**config.mk**
```make
export PLATFORM = sky130hd
export DESIGN_NAME = equiv_response_monitor
export DESIGN_NICKNAME = d
export VERILOG_FILES = /design/src/rtl/equiv_mon_pkg.sv /design/src/rtl/equiv_response_monitor_misr_fold.sv /design/src/rtl/equiv_response_monitor.sv
export SDC_FILE = /design/constraint.sdc
export NUM_CORES = 2
export LEC_CHECK = 0
export ABC_AREA = 1
export CORE_AREA = 2 2 766 768
export CTS_CLUSTER_DIAMETER = 100
export CTS_CLUSTER_SIZE = 14
export DETAILED_ROUTE_END_ITERATION = 10
export DIE_AREA = 0 0 768 770
export GPL_TIMING_DRIVEN = 0
export PLACE_DENSITY = 0.3
export RECOVER_POWER = 50
export SETUP_SLACK_MARGIN = 0.05
export SYNTH_ARGS = -nofsm -noshare
export SYNTH_HDL_FRONTEND = slang
export SYNTH_HIERARCHICAL = 1
export SYNTH_SLANG_ARGS = --single-unit
export TNS_END_PERCENT = 10
```
**constraint.sdc**
```tcl
create_clock -name clk -period 3.2 [get_ports clk]
set_input_delay 0.48 -clock clk [delete_from_list [all_inputs] [get_ports clk]]
set_output_delay 0.48 -clock clk [all_outputs]
set_load 0.02 [all_outputs]
```
**src/rtl/equiv_mon_pkg.sv**
```systemverilog
// Shared types and constants for the equivalence response monitor.
package equiv_mon_pkg;

    typedef enum logic [1:0] {
        IDLE = 2'd0,
        RUN  = 2'd1,
        DONE = 2'd2
    } mon_state_e;

    localparam logic [31:0] MISR_POLY = 32'h04C11DB7;
    localparam logic [31:0] MISR_SEED = 32'hFFFFFFFF;

    // Number of LANE_W-wide lanes needed to cover a Y_W-wide vector.
    function automatic int nlanes(input int y_w, input int lane_w);
        return (y_w + lane_w - 1) / lane_w;
    endfunction

endpackage

```
**src/rtl/equiv_response_monitor_misr_fold.sv**
```systemverilog
// Zero-pads a vector to whole lanes, XOR-folds the lanes, and advances a MISR by one step when enabled.
module misr_fold
    import equiv_mon_pkg::*;
#(
    parameter int               Y_W    = 924,
    parameter int               LANE_W = 32,
    parameter int               SIG_W  = 32,
    parameter logic [SIG_W-1:0] POLY   = MISR_POLY,
    parameter logic [SIG_W-1:0] SEED   = MISR_SEED
) (
    input  logic             clk,
    input  logic             rst,
    input  logic             load,
    input  logic             en,
    input  logic [Y_W-1:0]   y,
    output logic [SIG_W-1:0] sig
);
    localparam int NLANE = nlanes(Y_W, LANE_W);
    localparam int PAD_W = NLANE * LANE_W;

    logic [PAD_W-1:0]  y_pad;
    logic [LANE_W-1:0] fold;
    logic [SIG_W-1:0]  sig_q, sig_d;

    assign y_pad = PAD_W'(y);

    // XOR of all lanes, then one shift/feedback step of the MISR.
    always_comb begin
        fold = '0;
        for (int i = 0; i < NLANE; i++) begin
            fold = fold ^ y_pad[i*LANE_W +: LANE_W];
        end
        sig_d = {sig_q[SIG_W-2:0], 1'b0} ^ (sig_q[SIG_W-1] ? POLY : '0) ^ fold;
    end

    // Signature register: cleared on reset, seeded on run start, stepped per accepted sample.
    always_ff @(posedge clk) begin
        if (rst) begin
            sig_q <= '0;
        end else if (load) begin
            sig_q <= SEED;
        end else if (en) begin
            sig_q <= sig_d;
        end
    end

    assign sig = sig_q;

endmodule

```
**src/rtl/equiv_response_monitor.sv**
```systemverilog
// Compares golden and implementation output streams: run FSM, counters, first-mismatch locator, MISRs.
module equiv_response_monitor
    import equiv_mon_pkg::*;
#(
    parameter int               Y_W    = 924,
    parameter int               LANE_W = 32,
    parameter int               SIG_W  = 32,
    parameter logic [SIG_W-1:0] POLY   = MISR_POLY,
    parameter logic [SIG_W-1:0] SEED   = MISR_SEED,
    parameter int               CNT_W  = 16,
    localparam int              NLANE  = nlanes(Y_W, LANE_W),
    localparam int              LIDX_W = (NLANE > 1) ? $clog2(NLANE) : 1
) (
    input  logic              clk,
    input  logic              rst,
    input  logic              start,
    input  logic              sample_valid,
    input  logic              sample_last,
    input  logic [Y_W-1:0]    y_gold,
    input  logic [Y_W-1:0]    y_impl,
    output logic              busy,
    output logic              done,
    output logic              pass,
    output logic [CNT_W-1:0]  sample_count,
    output logic [CNT_W-1:0]  mismatch_count,
    output logic [CNT_W-1:0]  first_mismatch_cycle,
    output logic [LIDX_W-1:0] first_mismatch_lane,
    output logic [SIG_W-1:0]  sig_gold,
    output logic [SIG_W-1:0]  sig_impl
);
    localparam int PAD_W = NLANE * LANE_W;

    mon_state_e        state_q, state_d;
    logic              arm, accept;
    logic [PAD_W-1:0]  diff_pad;
    logic              any_diff;
    logic [LIDX_W-1:0] low_lane;

    logic [CNT_W-1:0]  sample_count_q, mismatch_count_q, first_cycle_q;
    logic [LIDX_W-1:0] first_lane_q;

    // State register.
    always_ff @(posedge clk) begin
        if (rst) begin
            state_q <= IDLE;
        end else begin
            state_q <= state_d;
        end
    end

    // Next state; arming and sample acceptance are mutually exclusive, so start wins in DONE.
    always_comb begin
        state_d = state_q;
        arm     = 1'b0;
        accept  = 1'b0;
        case (state_q)
            IDLE, DONE: begin
                if (start) begin
                    state_d = RUN;
                    arm     = 1'b1;
                end
            end
            RUN: begin
                if (sample_valid) begin
                    accept = 1'b1;
                    if (sample_last) begin
                        state_d = DONE;
                    end
                end
            end
            default: state_d = IDLE;
        endcase
    end

    assign diff_pad = PAD_W'(y_gold ^ y_impl);
    assign any_diff = |diff_pad;

    // Lowest lane with any differing bit; scanning downward lets the lowest hit win.
    always_comb begin
        low_lane = '0;
        for (int i = NLANE - 1; i >= 0; i--) begin
            if (|diff_pad[i*LANE_W +: LANE_W]) begin
                low_lane = LIDX_W'(i);
            end
        end
    end

    // Saturating counters; a zero mismatch count marks that no first mismatch has been latched yet.
    always_ff @(posedge clk) begin
        if (rst || arm) begin
            sample_count_q   <= '0;
            mismatch_count_q <= '0;
            first_cycle_q    <= '0;
            first_lane_q     <= '0;
        end else if (accept) begin
            if (sample_count_q != '1) begin
                sample_count_q <= sample_count_q + CNT_W'(1);
            end
            if (any_diff) begin
                if (mismatch_count_q != '1) begin
                    mismatch_count_q <= mismatch_count_q + CNT_W'(1);
                end
                if (mismatch_count_q == '0) begin
                    first_cycle_q <= sample_count_q;
                    first_lane_q  <= low_lane;
                end
            end
        end
    end

    misr_fold #(
        .Y_W(Y_W), .LANE_W(LANE_W), .SIG_W(SIG_W), .POLY(POLY), .SEED(SEED)
    ) u_misr_gold (
        .clk(clk), .rst(rst), .load(arm), .en(accept), .y(y_gold), .sig(sig_gold)
    );

    misr_fold #(
        .Y_W(Y_W), .LANE_W(LANE_W), .SIG_W(SIG_W), .POLY(POLY), .SEED(SEED)
    ) u_misr_impl (
        .clk(clk), .rst(rst), .load(arm), .en(accept), .y(y_impl), .sig(sig_impl)
    );

    assign busy                 = (state_q == RUN);
    assign done                 = (state_q == DONE);
    assign pass                 = (state_q == DONE) && (mismatch_count_q == '0);
    assign sample_count         = sample_count_q;
    assign mismatch_count       = mismatch_count_q;
    assign first_mismatch_cycle = first_cycle_q;
    assign first_mismatch_lane  = first_lane_q;

endmodule

```
* Word level (Yosys, flattened, before mapping) *
Cells that the tools add are included.

storage, ports and cells
  register bits = 119
  word-level logic and storage cells = 160

operators by class
  add/subtract/negate cells = 2
  equal/unequal tests = 7
  muxes and demuxes = 43
  bitwise logic cells = 61
  reduce and logical (&&, ||, !) cells = 40

operator list
  operator                                                          count
  32-bit bitwise XOR                                                58
  32-bit OR reduction                                               29
  928-bit OR reduction                                              1
  924-bit bitwise XOR                                               1
  5-bit 2-to-1 mux                                                  29
  32-bit 2-to-1 mux                                                 4
  32-bit by 28-bit bitwise XOR with 32-bit output                   2
  27-bit 2-to-1 mux                                                 2
  16-bit by 1-bit adder with 16-bit output (second input constant)  2
  16-bit != test (second input constant)                            2
  16-bit logical NOT                                                1
  3-bit AND reduction                                               3
  2-bit 2-to-1 mux                                                  3
  2-bit != test (second input constant)                             3
  1-bit 2-to-1 mux                                                  4
  2-bit one-hot mux with 2 select lines                             1
  2-bit by 1-bit == test with 1-bit output (second input constant)  1
  2-bit == test (second input constant)                             1
  2-bit logical NOT                                                 1
  2-bit AND reduction                                               1
  2-bit nonzero test                                                1
  2-bit OR reduction                                                1
  1-bit logical AND                                                 1
  1-bit logical OR                                                  1

* Depth between registers and ports, before layout *
  depth in word-level cells = 31
  depth in mapped cells = 36

* Cells and area by module *
The synthesis kept the hierarchy.

by module, submodules not included
  module                  instances  cells an instance  area an instance (sq um)
  misr_fold               2          2694               14013.4
  equiv_response_monitor  1          2621               15352.2

* Least setup slack after synthesis *
OpenSTA, ideal clock, no wires.

  path type = input port to flip-flop
  start = in y_impl[369]
  end = reg mismatch_count_q[11] (netlist: mismatch_count[11])
  library setup time = 0.131 ns
  arrival time = 2.494 ns
  data required time = 3.069 ns
  path slack = 0.575 ns
  stages on the path = 20
  buffers on the path = 1
  cells stage by stage = or2_0 -> a21oi_1 -> inv_1 -> nor2_1 -> nand4_1 -> nor4_2 -> nand2_1 -> nor2_1 -> nand2_1 -> nor2_2 -> nand4_1 -> nand2_1 -> a31o_1 -> buf_6 -> nor2_2 -> nand2_4 -> nor2_2 -> nand2_4 -> o21ai_0 -> nor3b_2

between the ends
  cells in the longest elaborated chain, start to end = 3

RTL lines
  what                                  RTL line                       text
  start, declared                       equiv_response_monitor.sv:20   input logic [Y_W-1:0] y_impl,
  924-bit bitwise XOR                   equiv_response_monitor.sv:75   assign diff_pad = PAD_W'(y_gold ^ y_impl);
  928-bit OR reduction                  equiv_response_monitor.sv:76   assign any_diff = |diff_pad;
  3-bit AND reduction (no source line)  --
  end signal, assigned                  equiv_response_monitor.sv:101  mismatch_count_q <= mismatch_count_q + CNT_W'(1);
  end, declared                         equiv_response_monitor.sv:39   logic [CNT_W-1:0] sample_count_q, mismatch_count_q, first_cycle_q;

No other way between the ends.
A chain may end at the register's enable or synchronous reset.

* Final worst setup path *
  start = in y_impl[100]
  end = reg mismatch_count_q[11] (netlist: mismatch_count[11])

The elaborated chain is that of the path after synthesis.

==> results.md <==
- Vias in the first global route: 53,500
- Largest net degree at the start of global routing: 16
- Row count: 281
- Synthesized area: 0.0434 mm²
- 1st-pass router iterations: 6
- Fraction of registers with async set/reset: 0%
- Register area: 0.00238 mm²
- Worst-Margin Slew: 1.39 ns
- Initial antenna violation count: 725
- DRT antenna net count: 0
- Largest family of logic cells by synthesized area: simple AND/OR/NAND/NOR gates
- Switch Pwr: 11.6 mW
- Metal1 wirelength: 241,000 µm
- RSZ-0062 raised after global routing: true
- Synth Warn #: 6
- Area of the multi-input gates: 0.0381 mm²
- Fin Clk Skew: 0.0292 ns
- Drt drc: 0
- Simple-Gate Fraction of Synth Area: 43.4%
- Share of post-route cells with drive strength above 1: 7.54%
- Critical path class: input port to register
- Placement Setup Slack: -4.58 ns
- VDD IR-drop max: 269 µV
- R2r worst-path depth: 14
- Starting density of the core: 7.43%
- Final Hold Vio Count: 0
- Synth Net Count: 9,865
- Dpl hpwl: 556,000 µm
- Worst setup margin: -0.281 ns
- Pint: 8.75 mW
- Detailed Route Iter0 Violations: 5,028
- Met3 routed WL: 66,500 µm
- Compound-Gate Fraction of Synth Area: 3.15%
- First-pass GRT wire length: 692,000 µm
- Syn Area/Cell: 5.42 µm²
- Routed vias/inst: 3.30
- Hold-critical path depth: 2
- Dpl cells: 17,800
- Root Buffer: clkbuf_16
- Seq cells post-synth: 119
- Count of input and output buffers: 1,972
- Failing checks: setup timing
- Ys flop type: dfxtp_1
- Die H: 770 µm
- TNS Setup: -5.30 ns
- Post-Syn Instances: 8,009
- GRT Total Usage: 18.9%
- WL met2: 258,000 µm
- Gate power share: 78.5%
- Sequential area share after synthesis: 5.49%
- Tcrit/Tclk final: 109%
- CORE AREA: 0.584 mm²
- TritonCTS Buffers: 25
- Worst-Skew Late Latency: 0.54 ns
- Hold buffer count at CTS: 0
- Pwr Total: 20.4 mW
- Crit end category: register
- Slew headroom: 6.88%
- Total number of vias: 60,000
- Pwr/cell area: 261 mW/mm²
- Nets: 12,000
- Finished Layout Cells: 18,200
- Max-cap viol count: 0
- Sw Share: 57.1%
- CTS tree: built
- Lkg Pwr: 38.0 nW
- Final wirelength: 584,000 µm
- Number of synthesized flops with an enable pin: 0
- CTS H-tree lvls: 4
- WL/cell: 32.1 µm
- Crit path launch type: input port
- Total gr overflow: 0
- CTS max path bufs: 3
- Clock sink count: 119
- Die X: 768 µm
- Area grow syn2layout: 80.4%
- GPL Wtd Cong: 0.942
- Number of I/O pins: 1,973
- Fillers: 68,000
- Post-synth cell types: 49
- Top Layer Used: met5
- Mux cell area share after synthesis: 0%
- Clk network pwr share: 12.4%
- Arr. time, crit path: 3.86 ns
- Post-layout minimum cycle time: 3.48 ns
- Die Area: 0.591 mm²
- CP Max Fanout: 4
- Worst Path Required: 3.58 ns
- Status: finished with violations
- Hold/Removal Path Class: register to register
- Pins Over Slew Limit: 0
- Fmax: 0.287 GHz
- Adder-Cell Fraction of Synth Area: 0.0865%
- Sequential share of power: 9.1%
- Worst hold slack: 0.476 ns
- Clock-pin slew on the worst setup and hold paths: 0.08 ns
- Xor and xnor area share after synthesis: 35.0%
- # setup viols final: 38
## power by group through the flow
stage / clock network [mW] / logic, mW / registers [mW]
after floorplan: 0 / 6.72 / 1.95
after global placement: 0 / 15.8 / 1.90
after detailed placement: 0 / 15.9 / 1.90
after CTS: 2.71 / 16.2 / 1.87
after global routing: 2.69 / 17.3 / 1.88
final: 2.54 / 16.0 / 1.85
## cells in the mapped netlist (24+ instances only)
cell type | number | area, µm²
nand3b_1 | 72 | 541
or2_2 | 145 | 907
xnor2_1 | 1023 | 8960
a21oi_1 | 84 | 420
nor2_1 | 435 | 1630
o21ai_0 | 111 | 556
dfxtp_1 | 119 | 2380
nor3_1 | 38 | 190
nand2_1 | 2849 | 10700
nor3b_1 | 26 | 195
nand4_1 | 91 | 569
xor2_1 | 697 | 6100
nor4_1 | 82 | 513
o211ai_1 | 24 | 180
inv_1 | 1450 | 5440
nand3_1 | 639 | 3200
## kinds of logic (layout without fill, tap and decap cells)
group | after synthesis | in the layout
flip-flops | 119 | 119
adder cells (fa/ha/maj) | 3 | 3
AND/OR/NAND/NOR | 4429 | 4429
other | 0 | 299
buffers and inverters | 1485 | 3589
AO/OA/AOI/OAI | 247 | 247
XOR/XNOR | 1726 | 1726
## sequential cells by signal, summed over array words and instances, names as in the netlist
name / count
u_misr_gold/sig: 32
u_misr_impl/sig: 32
first_mismatch_cycle: 16
mismatch_count: 16
sample_count: 16
first_mismatch_lane: 5
state_q: 2
## layout by cell type, fill, tap and decap left out, types with 33 or more instances in the layout
master | Yosys | routed
dfxtp_1 | 119 | 119
nor4_2 | 3 | 41
nand2_2 | 4 | 42
xnor2_2 | 0 | 53
clkdlybuf4s50_1 | 0 | 1280
clkbuf_2 | 0 | 36
nand3b_1 | 72 | 72
a21oi_1 | 84 | 72
nand3_1 | 639 | 610
nor2_1 | 435 | 388
diode_2 | 0 | 299
xor2_1 | 697 | 684
dlygate4sd3_1 | 0 | 96
nor4_4 | 0 | 36
nor2_4 | 0 | 41
nand4_1 | 91 | 91
dlymetal6s2s_1 | 0 | 265
nand2_1 | 2849 | 2798
or2_2 | 145 | 145
xnor2_1 | 1023 | 958
clkdlybuf4s15_2 | 0 | 33
o21ai_0 | 111 | 79
dlygate4sd2_1 | 0 | 243
inv_1 | 1450 | 1438
buf_4 | 4 | 76
## final timing paths
check,from,end,slack (ns)
worst min-delay path,first_mismatch_lane[0],first_mismatch_lane[0],0.48
worst max register to register,state_q[0],sample_count[15],-0.05
worst min register to register,first_mismatch_lane[0],first_mismatch_lane[0],0.48
worst max-delay path,y_impl[100],mismatch_count[11],-0.28
## metal layers
metal | GRT usage (%) | vias up
li1 | - | 28600
met1 | 22.9 | 26800
met2 | 30.7 | 3015
met3 | 8.80 | 1114
met4 | 3.40 | 480
met5 | 0 | -
## worst max-delay path, cell delays in order
cell and delay, ns:
clkdlybuf4s50_1 0.72, xnor2_1 0.17, o21ai_0 0.16, nor4_4 0.42, buf_6 0.20, nand4_1 0.08
buf_4 0.17, nor3_4 0.20, nand2_2 0.10, nor2_4 0.12, nand4_1 0.09, buf_6 0.17
nand2_4 0.07, a31o_1 0.11, buf_6 0.12, nor2_4 0.04, nand2_4 0.07, nor2_4 0.05
nand2_4 0.07, o21ai_1 0.05, nor3b_2 0.15
## layout make-up
type                            instances  area share (%)
Clock inverter                          1         0.00959
Clock buffer                           29           0.870
Inverter                             1454            7.00
Buffer                                 31           0.301
Sequential cell                       119            3.04
Antenna cell                          299           0.956
Multi-Input combinational cell       6405            48.7
Tap cell                             7782            12.4
Timing Repair Buffer                 2074            26.7
## per-stage QoR
step | util (%) | cell area [µm²]
5_1_grt | 13.3 | 77700
6_report | 13.4 | 78300
2_1_floorplan | - | 43400
3_5_place_dp | 12.6 | 73800
4_1_cts | 13.1 | 76300
3_3_place_gp | 12.5 | 72900
## repair_timing
item | 4_1_cts | 5_1_grt
gates cloned | 2 | 0
setup endpoints to repair | 44 | 40
gates resized for setup | 861 | 445
pin swaps | 154 | 147
setup buffers | 42 | 6
Note: power is estimated with default switching activity, not from simulation.
